File: src/rtl/char_spawner_if.sv
// Spawn offer channel between the character spawner and the column-table writer.
// The master side drives the payload and valid; the slave side returns ready.
interface char_spawner_if #(
  parameter int COL_W = 6
) ();
  logic             spawn_valid;
  logic             spawn_ready;
  logic [7:0]       spawn_char;
  logic [COL_W-1:0] spawn_col;
  logic [2:0]       spawn_speed;

  modport master (
    output spawn_valid, spawn_char, spawn_col, spawn_speed,
    input  spawn_ready
  );

  modport slave (
    input  spawn_valid, spawn_char, spawn_col, spawn_speed,
    output spawn_ready
  );
endinterface

File: src/rtl/char_spawner.sv
// Paced random spawner for falling characters: draws letter, column and speed from
// a Galois LFSR, skips busy columns and offers each spawn on a valid/ready channel.
module char_spawner #(
  parameter int          COLS             = 64,
  parameter logic [15:0] SEED             = 16'hACE1,
  parameter int          BASE_PERIOD      = 2500000,
  parameter int          PERIOD_STEP      = 150000,
  parameter int          MIN_PERIOD       = 400000,
  parameter int          SPAWNS_PER_LEVEL = 10,
  parameter int          MAX_TRIES        = 8
) (
  input  logic                clk,
  input  logic                reset,
  input  logic                en,
  input  logic [COLS-1:0]     col_busy,
  char_spawner_if.master      spawn,
  output logic [3:0]          level,
  output logic [15:0]         spawn_count,
  output logic [7:0]          drop_count
);

  localparam int          COL_W    = (COLS > 1) ? $clog2(COLS) : 1;
  localparam int          TRY_W    = $clog2(MAX_TRIES + 1);
  localparam int          LVL_W    = $clog2(SPAWNS_PER_LEVEL + 1);
  localparam logic [15:0] SEED_EFF = (SEED == 16'h0000) ? 16'h0001 : SEED;

  typedef enum logic [1:0] {
    ST_WAIT = 2'd0,
    ST_PICK = 2'd1,
    ST_HOLD = 2'd2
  } state_t;

  state_t             state_r;
  logic [15:0]        lfsr_r;
  logic [31:0]        timer_r;
  logic [TRY_W-1:0]   tries_r;
  logic [LVL_W-1:0]   lvl_cnt_r;
  logic [3:0]         level_r;
  logic [15:0]        spawn_count_r;
  logic [7:0]         drop_count_r;
  logic               valid_r;
  logic [7:0]         char_r;
  logic [COL_W-1:0]   col_r;
  logic [2:0]         speed_r;

  logic [COL_W-1:0]   cand_col_s;
  logic               cand_ok_s;
  logic [4:0]         low5_s;
  logic [7:0]         cand_char_s;
  logic [2:0]         raw_speed_s;
  logic [4:0]         speed_cap_s;
  logic [2:0]         cand_speed_s;
  logic [3:0]         next_level_s;
  logic               level_hit_s;

  function automatic logic [15:0] lfsr_step(input logic [15:0] v);
    lfsr_step = {1'b0, v[15:1]} ^ (v[0] ? 16'hB400 : 16'h0000);
  endfunction

  // max(MIN_PERIOD, BASE_PERIOD - lvl*PERIOD_STEP) without unsigned underflow
  function automatic logic [31:0] period_of(input logic [3:0] lvl);
    logic [31:0] sub;
    sub = 32'(lvl) * 32'(PERIOD_STEP);
    if ((sub + 32'(MIN_PERIOD)) >= 32'(BASE_PERIOD)) begin
      period_of = 32'(MIN_PERIOD);
    end else begin
      period_of = 32'(BASE_PERIOD) - sub;
    end
  endfunction

  // Candidate decode from the current LFSR value and level bookkeeping for an accept
  always_comb begin
    cand_col_s   = lfsr_r[15 -: COL_W];
    cand_ok_s    = (32'(cand_col_s) < 32'(COLS)) ? !col_busy[cand_col_s] : 1'b0;
    low5_s       = lfsr_r[4:0];
    cand_char_s  = 8'h61 + ((low5_s < 5'd26) ? {3'b000, low5_s} : {3'b000, low5_s - 5'd26});
    raw_speed_s  = (lfsr_r[7:5] == 3'd0) ? 3'd1 : lfsr_r[7:5];
    speed_cap_s  = {1'b0, level_r} + 5'd1;
    // raw speed is at most 7, so the capped result already respects the 3-bit range
    cand_speed_s = ({2'b00, raw_speed_s} < speed_cap_s) ? raw_speed_s : speed_cap_s[2:0];
    level_hit_s  = (lvl_cnt_r == LVL_W'(SPAWNS_PER_LEVEL - 1));
    next_level_s = (level_hit_s && (level_r != 4'd15)) ? (level_r + 4'd1) : level_r;
  end

  // Spawn sequencer: WAIT pacing, PICK attempts, HOLD until the consumer accepts
  always_ff @(posedge clk) begin
    if (reset) begin
      state_r       <= ST_WAIT;
      lfsr_r        <= SEED_EFF;
      timer_r       <= 32'(BASE_PERIOD) - 32'd1;
      tries_r       <= '0;
      lvl_cnt_r     <= '0;
      level_r       <= 4'd0;
      spawn_count_r <= 16'd0;
      drop_count_r  <= 8'd0;
      valid_r       <= 1'b0;
      char_r        <= 8'd0;
      col_r         <= '0;
      speed_r       <= 3'd0;
    end else begin
      if (en) begin
        lfsr_r <= lfsr_step(lfsr_r);
      end
      case (state_r)
        ST_WAIT: begin
          if (en) begin
            if (timer_r == 32'd0) begin
              state_r <= ST_PICK;
              tries_r <= '0;
            end else begin
              timer_r <= timer_r - 32'd1;
            end
          end
        end
        ST_PICK: begin
          if (en) begin
            if (cand_ok_s) begin
              col_r   <= cand_col_s;
              char_r  <= cand_char_s;
              speed_r <= cand_speed_s;
              valid_r <= 1'b1;
              state_r <= ST_HOLD;
            end else if (tries_r == TRY_W'(MAX_TRIES - 1)) begin
              if (drop_count_r != 8'hFF) begin
                drop_count_r <= drop_count_r + 8'd1;
              end
              timer_r <= period_of(level_r) - 32'd1;
              state_r <= ST_WAIT;
            end else begin
              tries_r <= tries_r + TRY_W'(1);
            end
          end
        end
        ST_HOLD: begin
          // the offer is never retracted, so en plays no part here
          if (valid_r && spawn.spawn_ready) begin
            valid_r       <= 1'b0;
            spawn_count_r <= spawn_count_r + 16'd1;
            lvl_cnt_r     <= level_hit_s ? '0 : (lvl_cnt_r + LVL_W'(1));
            level_r       <= next_level_s;
            timer_r       <= period_of(next_level_s) - 32'd1;
            state_r       <= ST_WAIT;
          end
        end
        default: begin
          state_r <= ST_WAIT;
          valid_r <= 1'b0;
        end
      endcase
    end
  end

  assign spawn.spawn_valid = valid_r;
  assign spawn.spawn_char  = char_r;
  assign spawn.spawn_col   = col_r;
  assign spawn.spawn_speed = speed_r;
  assign level             = level_r;
  assign spawn_count       = spawn_count_r;
  assign drop_count        = drop_count_r;

endmodule

File: src/flat_wrapper.sv
// flat-port wrapper written by rule: the top's interface ports become plain ports
module char_spawner_flat 
#(
  parameter int          COLS             = 64,
  parameter logic [15:0] SEED             = 16'hACE1,
  parameter int          BASE_PERIOD      = 2500000,
  parameter int          PERIOD_STEP      = 150000,
  parameter int          MIN_PERIOD       = 400000,
  parameter int          SPAWNS_PER_LEVEL = 10,
  parameter int          MAX_TRIES        = 8
)
  (clk, reset, en, col_busy, level, spawn_count, drop_count, spawn_spawn_valid, spawn_spawn_char, spawn_spawn_col, spawn_spawn_speed, spawn_spawn_ready);
  char_spawner_if #(.COL_W(6)) spawn_i ();
  input  logic clk;
  input  logic reset;
  input  logic en;
  input  logic [COLS-1:0] col_busy;
  output logic [3:0] level;
  output logic [15:0] spawn_count;
  output logic [7:0] drop_count;
  output wire logic [$bits(spawn_i.spawn_valid)-1:0] spawn_spawn_valid;
  output wire logic [$bits(spawn_i.spawn_char)-1:0] spawn_spawn_char;
  output wire logic [$bits(spawn_i.spawn_col)-1:0] spawn_spawn_col;
  output wire logic [$bits(spawn_i.spawn_speed)-1:0] spawn_spawn_speed;
  input wire logic [$bits(spawn_i.spawn_ready)-1:0] spawn_spawn_ready;
  assign spawn_spawn_valid = spawn_i.spawn_valid;
  assign spawn_spawn_char = spawn_i.spawn_char;
  assign spawn_spawn_col = spawn_i.spawn_col;
  assign spawn_spawn_speed = spawn_i.spawn_speed;
  assign spawn_i.spawn_ready = spawn_spawn_ready;
  char_spawner #(.COLS(COLS), .SEED(SEED), .BASE_PERIOD(BASE_PERIOD), .PERIOD_STEP(PERIOD_STEP), .MIN_PERIOD(MIN_PERIOD), .SPAWNS_PER_LEVEL(SPAWNS_PER_LEVEL), .MAX_TRIES(MAX_TRIES)) u_core (.clk(clk), .reset(reset), .en(en), .col_busy(col_busy), .spawn(spawn_i), .level(level), .spawn_count(spawn_count), .drop_count(drop_count));
endmodule
File: config.mk
export PLATFORM = sky130hd
export DESIGN_NAME = char_spawner_flat
export DESIGN_NICKNAME = d
export VERILOG_FILES = /design/src/rtl/char_spawner_if.sv /design/src/rtl/char_spawner.sv /design/src/flat_wrapper.sv
export SDC_FILE = /design/constraint.sdc
export NUM_CORES = 1
export LEC_CHECK = 0
export BUFFER_PORTS_ARGS = -buffer_cell sky130_fd_sc_hd__buf_2
export CAP_MARGIN = 20
export CORE_MARGIN = 4
export CORE_UTILIZATION = 40
export CTS_BUF_LIST = sky130_fd_sc_hd__clkbuf_16
export DETAILED_ROUTE_END_ITERATION = 7
export PLACE_DENSITY = 0.55
export SYNTH_ARGS = -nofsm -noshare
export SYNTH_HDL_FRONTEND = slang
export SYNTH_SLANG_ARGS = --single-unit
File: constraint.sdc
create_clock -name clk -period 9.1 [get_ports clk]
set_clock_uncertainty 0.15 [all_clocks]
set_input_delay 1.365 -clock clk [delete_from_list [all_inputs] [get_ports clk]]
set_output_delay 1.365 -clock clk [all_outputs]
set_load 0.005 [all_outputs]
Word-level counts from Yosys, hierarchy flattened
Cells that the tools add are included.
{"block": "op_classes", "addsub": 15, "multipliers": 2, "order_cmp": 5, "eq_ne": 16, "n_mux": 42, "n_bitwise": 3, "reduce_logical": 14}
{"cell": "2-to-1 mux 32 bit", "n": 16}
{"cell": "one-hot mux 32 bit (3 select lines)", "n": 1}
{"cell": "subtractor 32 x 1 -> 32 bit (second input constant)", "n": 3}
{"cell": "greater-or-equal comparator 32 x 22 -> 1 bit (second input constant)", "n": 2}
{"cell": "adder 22 x 19 -> 23 bit (second input constant)", "n": 2}
{"cell": "subtractor 22 x 22 -> 23 bit (first input constant)", "n": 2}
{"cell": "multiplier 4 x 14 -> 18 bit (second input constant)", "n": 2}
{"cell": "logical NOT 32 bit", "n": 1}
{"cell": "2-to-1 mux 4 bit", "n": 7}
{"cell": "adder 16 x 1 -> 16 bit (second input constant)", "n": 1}
{"cell": "2-to-1 mux 16 bit", "n": 1}
{"cell": "bitwise XOR 15 x 16 -> 16 bit", "n": 1}
{"cell": "adder 4 x 1 -> 4 bit (second input constant)", "n": 3}
{"cell": "2-to-1 mux 2 bit", "n": 6}
{"cell": "!= test 2 bit (second input constant)", "n": 5}
{"cell": "AND reduction 5 bit", "n": 2}
{"cell": "adder 7 x 8 -> 8 bit (first input constant)", "n": 1}
{"cell": "adder 8 x 1 -> 8 bit (second input constant)", "n": 1}
{"cell": "!= test 2 x 1 -> 1 bit (second input constant)", "n": 4}
{"cell": "!= test 8 bit (second input constant)", "n": 1}
{"cell": "one-hot mux 4 bit (2 select lines)", "n": 1}
{"cell": "less-than comparator 6 x 7 -> 1 bit (second input constant)", "n": 1}
{"cell": "AND reduction 7 bit", "n": 1}
{"cell": "binary-select mux 1 bit (select 6 bit)", "n": 1}
{"cell": "25 further kinds", "n": 31}
{"block": "totals", "register_bits": 104, "in_bits": 68, "output_inout_bits": 46, "elab_cells": 109}

Longest topological paths before layout
{"block": "depth", "ltp_word": 14, "mapped_depth": 29, "ltp_nobuf": 26}

Worst setup path before layout
Ideal clock, no wire load.
{"block": "synth_path", "path_type": "register -> register", "from": "register u_core.level_r[0] (netlist: u_core.level[0])", "to": "register u_core.timer_r[28]", "setup_ns": 0.069, "arrival_time_ns": 7.705, "required_time_ns": 8.881, "setup_slack_ns": 1.176, "path_stages_with_launch": 26, "n_path_buf": 2, "period_less_slack_ns": 7.924, "cell_sequence": "dfxtp_1 inv_1 ha_1 o21ai_0 inv_1 fa_1 inv_1 fa_1 ha_1 o21ai_0 o21bai_1 a31oi_2 or4_4 o221ai_2 nand4b_1 or4_4 a32oi_4 nor2_1 a221oi_2 and4_1 clkbuf_1 nand4_2 or3_1 buf_2 or4_1 o21ai_1"}
{"block": "synth_via", "elab_cells_between_ends": 29, "cone_classes": "add/sub: 7; mul: 2; order compare: 2; eq/ne: 1; mux: 16; reduce/logical: 1"}
{"element": "start, declared", "line_no": "char_spawner.sv:38", "source": "logic [3:0] level_r;"}
{"element": "start signal, assigned", "line_no": "char_spawner.sv:140", "source": "level_r <= next_level_s;"}
{"element": "parallel branches: the longest is 2 deep, another holds adder 4 x 1 -> 4 bit"}
{"element": "2-to-1 mux 4 bit *", "line_no": "char_spawner.sv:82", "source": "next_level_s = (level_hit_s && (level_r != 4'd15)) ? (level_r + 4'd1) : level_r;"}
{"element": "via u_core.next_level_s[1]", "line_no": "char_spawner.sv:53", "source": "logic [3:0] next_level_s;"}
{"element": "multiplier 4 x 14 -> 18 bit *", "line_no": "char_spawner.sv:63", "source": "sub = 32'(lvl) * 32'(PERIOD_STEP);"}
{"element": "adder 22 x 19 -> 23 bit", "line_no": "char_spawner.sv:64", "source": "if ((sub + 32'(MIN_PERIOD)) >= 32'(BASE_PERIOD)) begin"}
{"element": "greater-or-equal comparator 32 x 22 -> 1 bit", "line_no": "char_spawner.sv:64"}
{"element": "2-to-1 mux 32 bit *", "line_no": "char_spawner.sv:64"}
{"element": "2-to-1 mux 32 bit *", "line_no": "char_spawner.sv:136", "source": "if (valid_r && spawn.spawn_ready) begin"}
{"element": "2-to-1 mux 32 bit *", "line_no": "char_spawner.sv:104", "source": "case (state_r)"}
{"element": "2-to-1 mux 32 bit *", "line_no": "char_spawner.sv:87", "source": "if (reset) begin"}
{"element": "subtractor 32 x 1 -> 32 bit *", "line_no": "char_spawner.sv:141", "source": "timer_r <= period_of(next_level_s) - 32'd1;"}
{"element": "2-to-1 mux 32 bit *", "line_no": "char_spawner.sv:136"}
{"element": "one-hot mux 32 bit (3 select lines) *", "line_no": "char_spawner.sv:104"}
{"element": "end signal, assigned", "line_no": "char_spawner.sv:90", "source": "timer_r <= 32'(BASE_PERIOD) - 32'd1;"}
{"element": "end signal, assigned", "line_no": "char_spawner.sv:111", "source": "timer_r <= timer_r - 32'd1;"}
{"element": "end signal, assigned", "line_no": "char_spawner.sv:141"}
{"element": "end, declared", "line_no": "char_spawner.sv:35", "source": "logic [31:0] timer_r;"}
Mark *: on every way through the listed nets, which the timed path passes. The select of a mux whose other input is x is not followed.
A chain may end at the register's enable or synchronous reset.

Final worst setup path
{"block": "layout_path", "from": "register u_core.level_r[1] (netlist: u_core.level[1])", "to": "register u_core.timer_r[31]"}
{"block": "layout_via", "elab_chain_len": 14, "elab_cells_between_ends": 29, "cone_classes": "add/sub: 7; mul: 2; order compare: 2; eq/ne: 1; mux: 16; reduce/logical: 1"}
{"element": "parallel branches: the longest is 13 deep, another holds greater-or-equal comparator 32 x 22 -> 1 bit"}
{"element": "one-hot mux 32 bit (3 select lines) *", "line_no": "char_spawner.sv:104"}
{"element": "end signal, assigned", "line_no": "char_spawner.sv:111"}
{"element": "end signal, assigned", "line_no": "char_spawner.sv:127", "source": "timer_r <= period_of(level_r) - 32'd1;"}
{"element": "end signal, assigned", "line_no": "char_spawner.sv:141"}
Mark *: on every way between the ends. The select of a mux whose other input is x is not followed.

==> metrics.txt <==
CP arrival=8.47 ns; Setup WS pre-CTS=between 0.7 and 0.8 ns; CTS Root Buffer Type=clkbuf_16; library cells used by synthesis=84; synthesized area=9110 um^2; period utilization=0.920; syn_area_per_cell=between 7 and 8 um^2; GP Congestion=a little over 0.9; number of global-route vias before repair=between 8000 and 9000; fill count=about 2300; initial antenna violation count=0; GRT overflow=0; clk buf depth=2; final-report setup violation count=0; hold depth=2; RSZ-0062 raised after global routing=false; Fmax=around 120 MHz; Synth Warn #=0; Seq/Total Area, Yosys=0.229; crit end category=flip-flop; fraction of registers with async set/reset=0; Starting Density=0.412; Die ar.=between 20000 and 30000 um^2; drt via density=5.63; via count=about 8500; Setup TNS Final=0 ns; Rel. slew slack=0.318; Crit Path Class=reg2reg; worst reg2reg startpoint=u_core.level[1]$_SDFFE_PP0P_; fin crit period=between 8 and 9 ns; Worst Tran Pin Value=1.02 ns; hold_buf cts=0; static leakage=approximately 4.3 nW; DRT iter0 DRCs=approximately 570; Final WS setup=approximately 0.73 ns; GRT Resource Usage Total=0.203; hold crit path type=reg2reg; worst vdd ir=between 80 and 90 uV; placed cells=1500; PD cells=between 90 and 100 nW/um^2; post-DR wirelength/cell=~17 um; Core ar.=between 20000 and 25000 um^2; area grow syn2layout=12.2%; Synth Flop Type=dfxtp_1; layout cells sized above 1=0.152; DP Wirelength=~20 mm; Antenna diodes=0; Die H=159 um; startpoint types=flip-flop; largest net degree at the start of global routing=76; Post-synth EDFFs=0; max cap viols=0; Syn Inst Count=between 1000 and 1500; Worst Hold Endpoint=u_core.timer_r[31]$_SDFFE_PP0P_; Reg2Reg Capture Point=u_core.timer_r[31]$_SDFFE_PP0P_; input/output buffers=between 100 and 150; drt pass-1 iters=6; post-route insts no fill=around 1500; Worst Path Max Fanout=11; status=finished, final reports clean; # nets final=around 1400; drt total wl=approximately 26 mm; number of remaining DRC errors=0; Slew Viols, Final=0; hold path startpoint=u_core.timer_r[31]$_SDFFE_PP0P_; critical path startpoint=u_core.level[1]$_SDFFE_PP0P_; Fin. Hold Viols=0; net count after synthesis=around 1300; Worst EP required=just over 9 ns; first-pass GRT wire length=approximately 43 mm; Cell Rows=54; htree depth=3; Reg2Reg Depth=24; R2R setup slack=~0.73 ns; Die Wd=about 160 um; Clock Latency Late Sink=around 0.37 ns; total I/O pin count=between 100 and 150; Clock Pin Slew Worst Setup and Hold Paths=about 0.08 ns; CTS tree=done; synthesis-stage register bit count=~100; Routed Antenna Nets=0; total CTS buffers=9; clock sinks=between 100 and 150
sequential cells by signal, summed over array words and instances, names as in the netlist:
name and cells:
u_core.lfsr_r 16, u_core.lvl_cnt_r 4, u_core.timer_r 32, u_core.spawn.spawn_char 8, u_core.spawn.spawn_valid 1, u_core.drop_count 8, u_core.level 4, u_core.spawn_count 16
u_core.spawn.spawn_col 6, u_core.state_r 2, u_core.tries_r 4, u_core.spawn.spawn_speed 3
where the power goes:
group | switching, mW | internal, mW
registers | 0.0135 | 0.463
logic | 0.0461 | 0.0512
clock network | 0.205 | 0.222
total | 0.264 | 0.737
through the flow:
stage | util | power [mW] | hold slack, ns | area, um^2
after floorplan | - | 0.553 | 0.278 | 9110
after global placement | 0.448 | 0.584 | 0.296 | 9900
after detailed placement | 0.448 | 0.585 | 0.301 | 9900
after CTS | 0.463 | 1.02 | 0.314 | 10200
after global routing | 0.463 | 1.04 | 0.354 | 10200
final | 0.463 | 1.00 | 0.314 | 10200
cell usage in the layout, fill, tap and decap left out, drive strengths merged, types with 12 or more instances in the layout:
cell    synthesis  routed
a211oi         23      23
a21oi          62      62
a31oi          21      21
buf            11     123
dfxtp         104     104
fa             12      12
ha             51      51
inv            53      56
mux2i          39      39
mux4           21      21
nand2         105     105
nand3          34      34
nor2          156     156
nor2b          18      18
nor3           23      23
o211ai         16      16
o21ai          62      62
or2            16      16
or3            15      15
xnor2          54      54
xor2           39      39
worst max path at each step:
stage                                 endpoint  cells past startpoint
6_report       u_core.timer_r[31]$_SDFFE_PP0P_                     24
5_1_grt        u_core.timer_r[31]$_SDFFE_PP0P_                     24
4_1_cts        u_core.timer_r[31]$_SDFFE_PP0P_                     24
3_5_place_dp   u_core.timer_r[31]$_SDFFE_PP0P_                     24
3_3_place_gp   u_core.timer_r[31]$_SDFFE_PP0P_                     24
2_1_floorplan  u_core.timer_r[28]$_SDFFE_PP0P_                     25
metal layers:
layer,share of wire,global-route usage,vias to the layer above
met4,0.020,0.0529,0
met1,0.47,0.270,3990
met5,0,0,-
met3,0.044,0.0353,32
met2,0.46,0.342,195
li1,-,-,4314
synthesized netlist by cell type (all sizes together) (4+ instances only):
| master | instances | area [um^2] |
|---|---|---|
| o311ai | 5 | 43.8 |
| fa | 12 | 240 |
| a2111oi | 5 | 43.8 |
| and4 | 6 | 52.6 |
| nand2b | 6 | 37.5 |
| o2111ai | 4 | 35.0 |
| a21boi | 4 | 30.0 |
| nor2 | 156 | 586 |
| nand4 | 10 | 68.8 |
| mux2i | 39 | 394 |
| clkbuf | 43 | 163 |
| a211oi | 23 | 173 |
| o21ai | 62 | 322 |
| nor2b | 18 | 113 |
| a31oi | 21 | 144 |
| nand3 | 34 | 170 |
| o21a | 10 | 75.1 |
| and3 | 9 | 56.3 |
| o31a | 5 | 43.8 |
| or3 | 15 | 93.8 |
| o31ai | 7 | 52.6 |
| a21oi | 62 | 314 |
| ha | 51 | 638 |
| mux4 | 21 | 473 |
| nor4 | 10 | 62.6 |
| o211ai | 16 | 125 |
| nand2 | 105 | 394 |
| and2 | 10 | 62.6 |
| or2 | 16 | 100 |
| a221oi | 4 | 47.6 |
| xor2 | 39 | 342 |
| inv | 53 | 199 |
| xnor2 | 54 | 473 |
| nor3 | 23 | 115 |
| buf | 11 | 42.5 |
| o22ai | 5 | 31.3 |
| a21o | 10 | 75.1 |
| dfxtp | 104 | 2080 |
| or4 | 8 | 67.6 |
| o32ai | 5 | 43.8 |
| o21bai | 5 | 37.5 |
cell families (layout without fill, tap and decap cells):
logic type | after synthesis | after routing | synth area share
adder cells (fa/ha/maj) | 63 | 63 | 0.0964
flip-flops | 104 | 104 | 0.229
AO/OA/AOI/OAI | 283 | 283 | 0.214
buffers and inverters | 109 | 194 | 0.0452
XOR/XNOR | 93 | 93 | 0.0894
multiplexers | 60 | 60 | 0.0952
AND/OR/NAND/NOR | 439 | 439 | 0.231
timing repair:
action                                  4_1_cts  5_1_grt
buffers inserted                              0        0
endpoints found under the hold margin         0        0
endpoints found under the setup margin        0        2
resized for setup                             0        1
worst max-delay path, cell delays in order, from the launching register on:
cell	delay, ns
dfxtp_1	0.64
ha_1	0.46
nand2_1	0.21
nand2_1	0.16
nor2_1	0.08
xnor2_1	0.41
fa_1	0.55
inv_1	0.16
fa_1	0.44
ha_1	0.36
o21ai_0	0.09
o21bai_1	0.26
a31oi_2	0.19
or4_4	0.52
o221ai_2	0.19
nand4b_1	0.14
o32ai_1	0.50
nor3b_2	0.45
o21ai_4	0.15
a222oi_1	0.51
and4_1	0.35
nand4_1	0.36
a211oi_1	0.53
nor4b_1	0.28
o21ai_1	0.10
area by class of cell:
type                            instances  area (um^2)  area share
Multi-Input combinational cell        938         6620       0.647
Inverter                               55          206      0.0202
Clock inverter                          7         98.8     0.00967
Clock buffer                            9          225      0.0220
Timing Repair Buffer                  123          643      0.0629
Tap cell                              280          350      0.0343
Sequential cell                       104         2080       0.204
No activity file was read; power rests on OpenSTA's default activity.
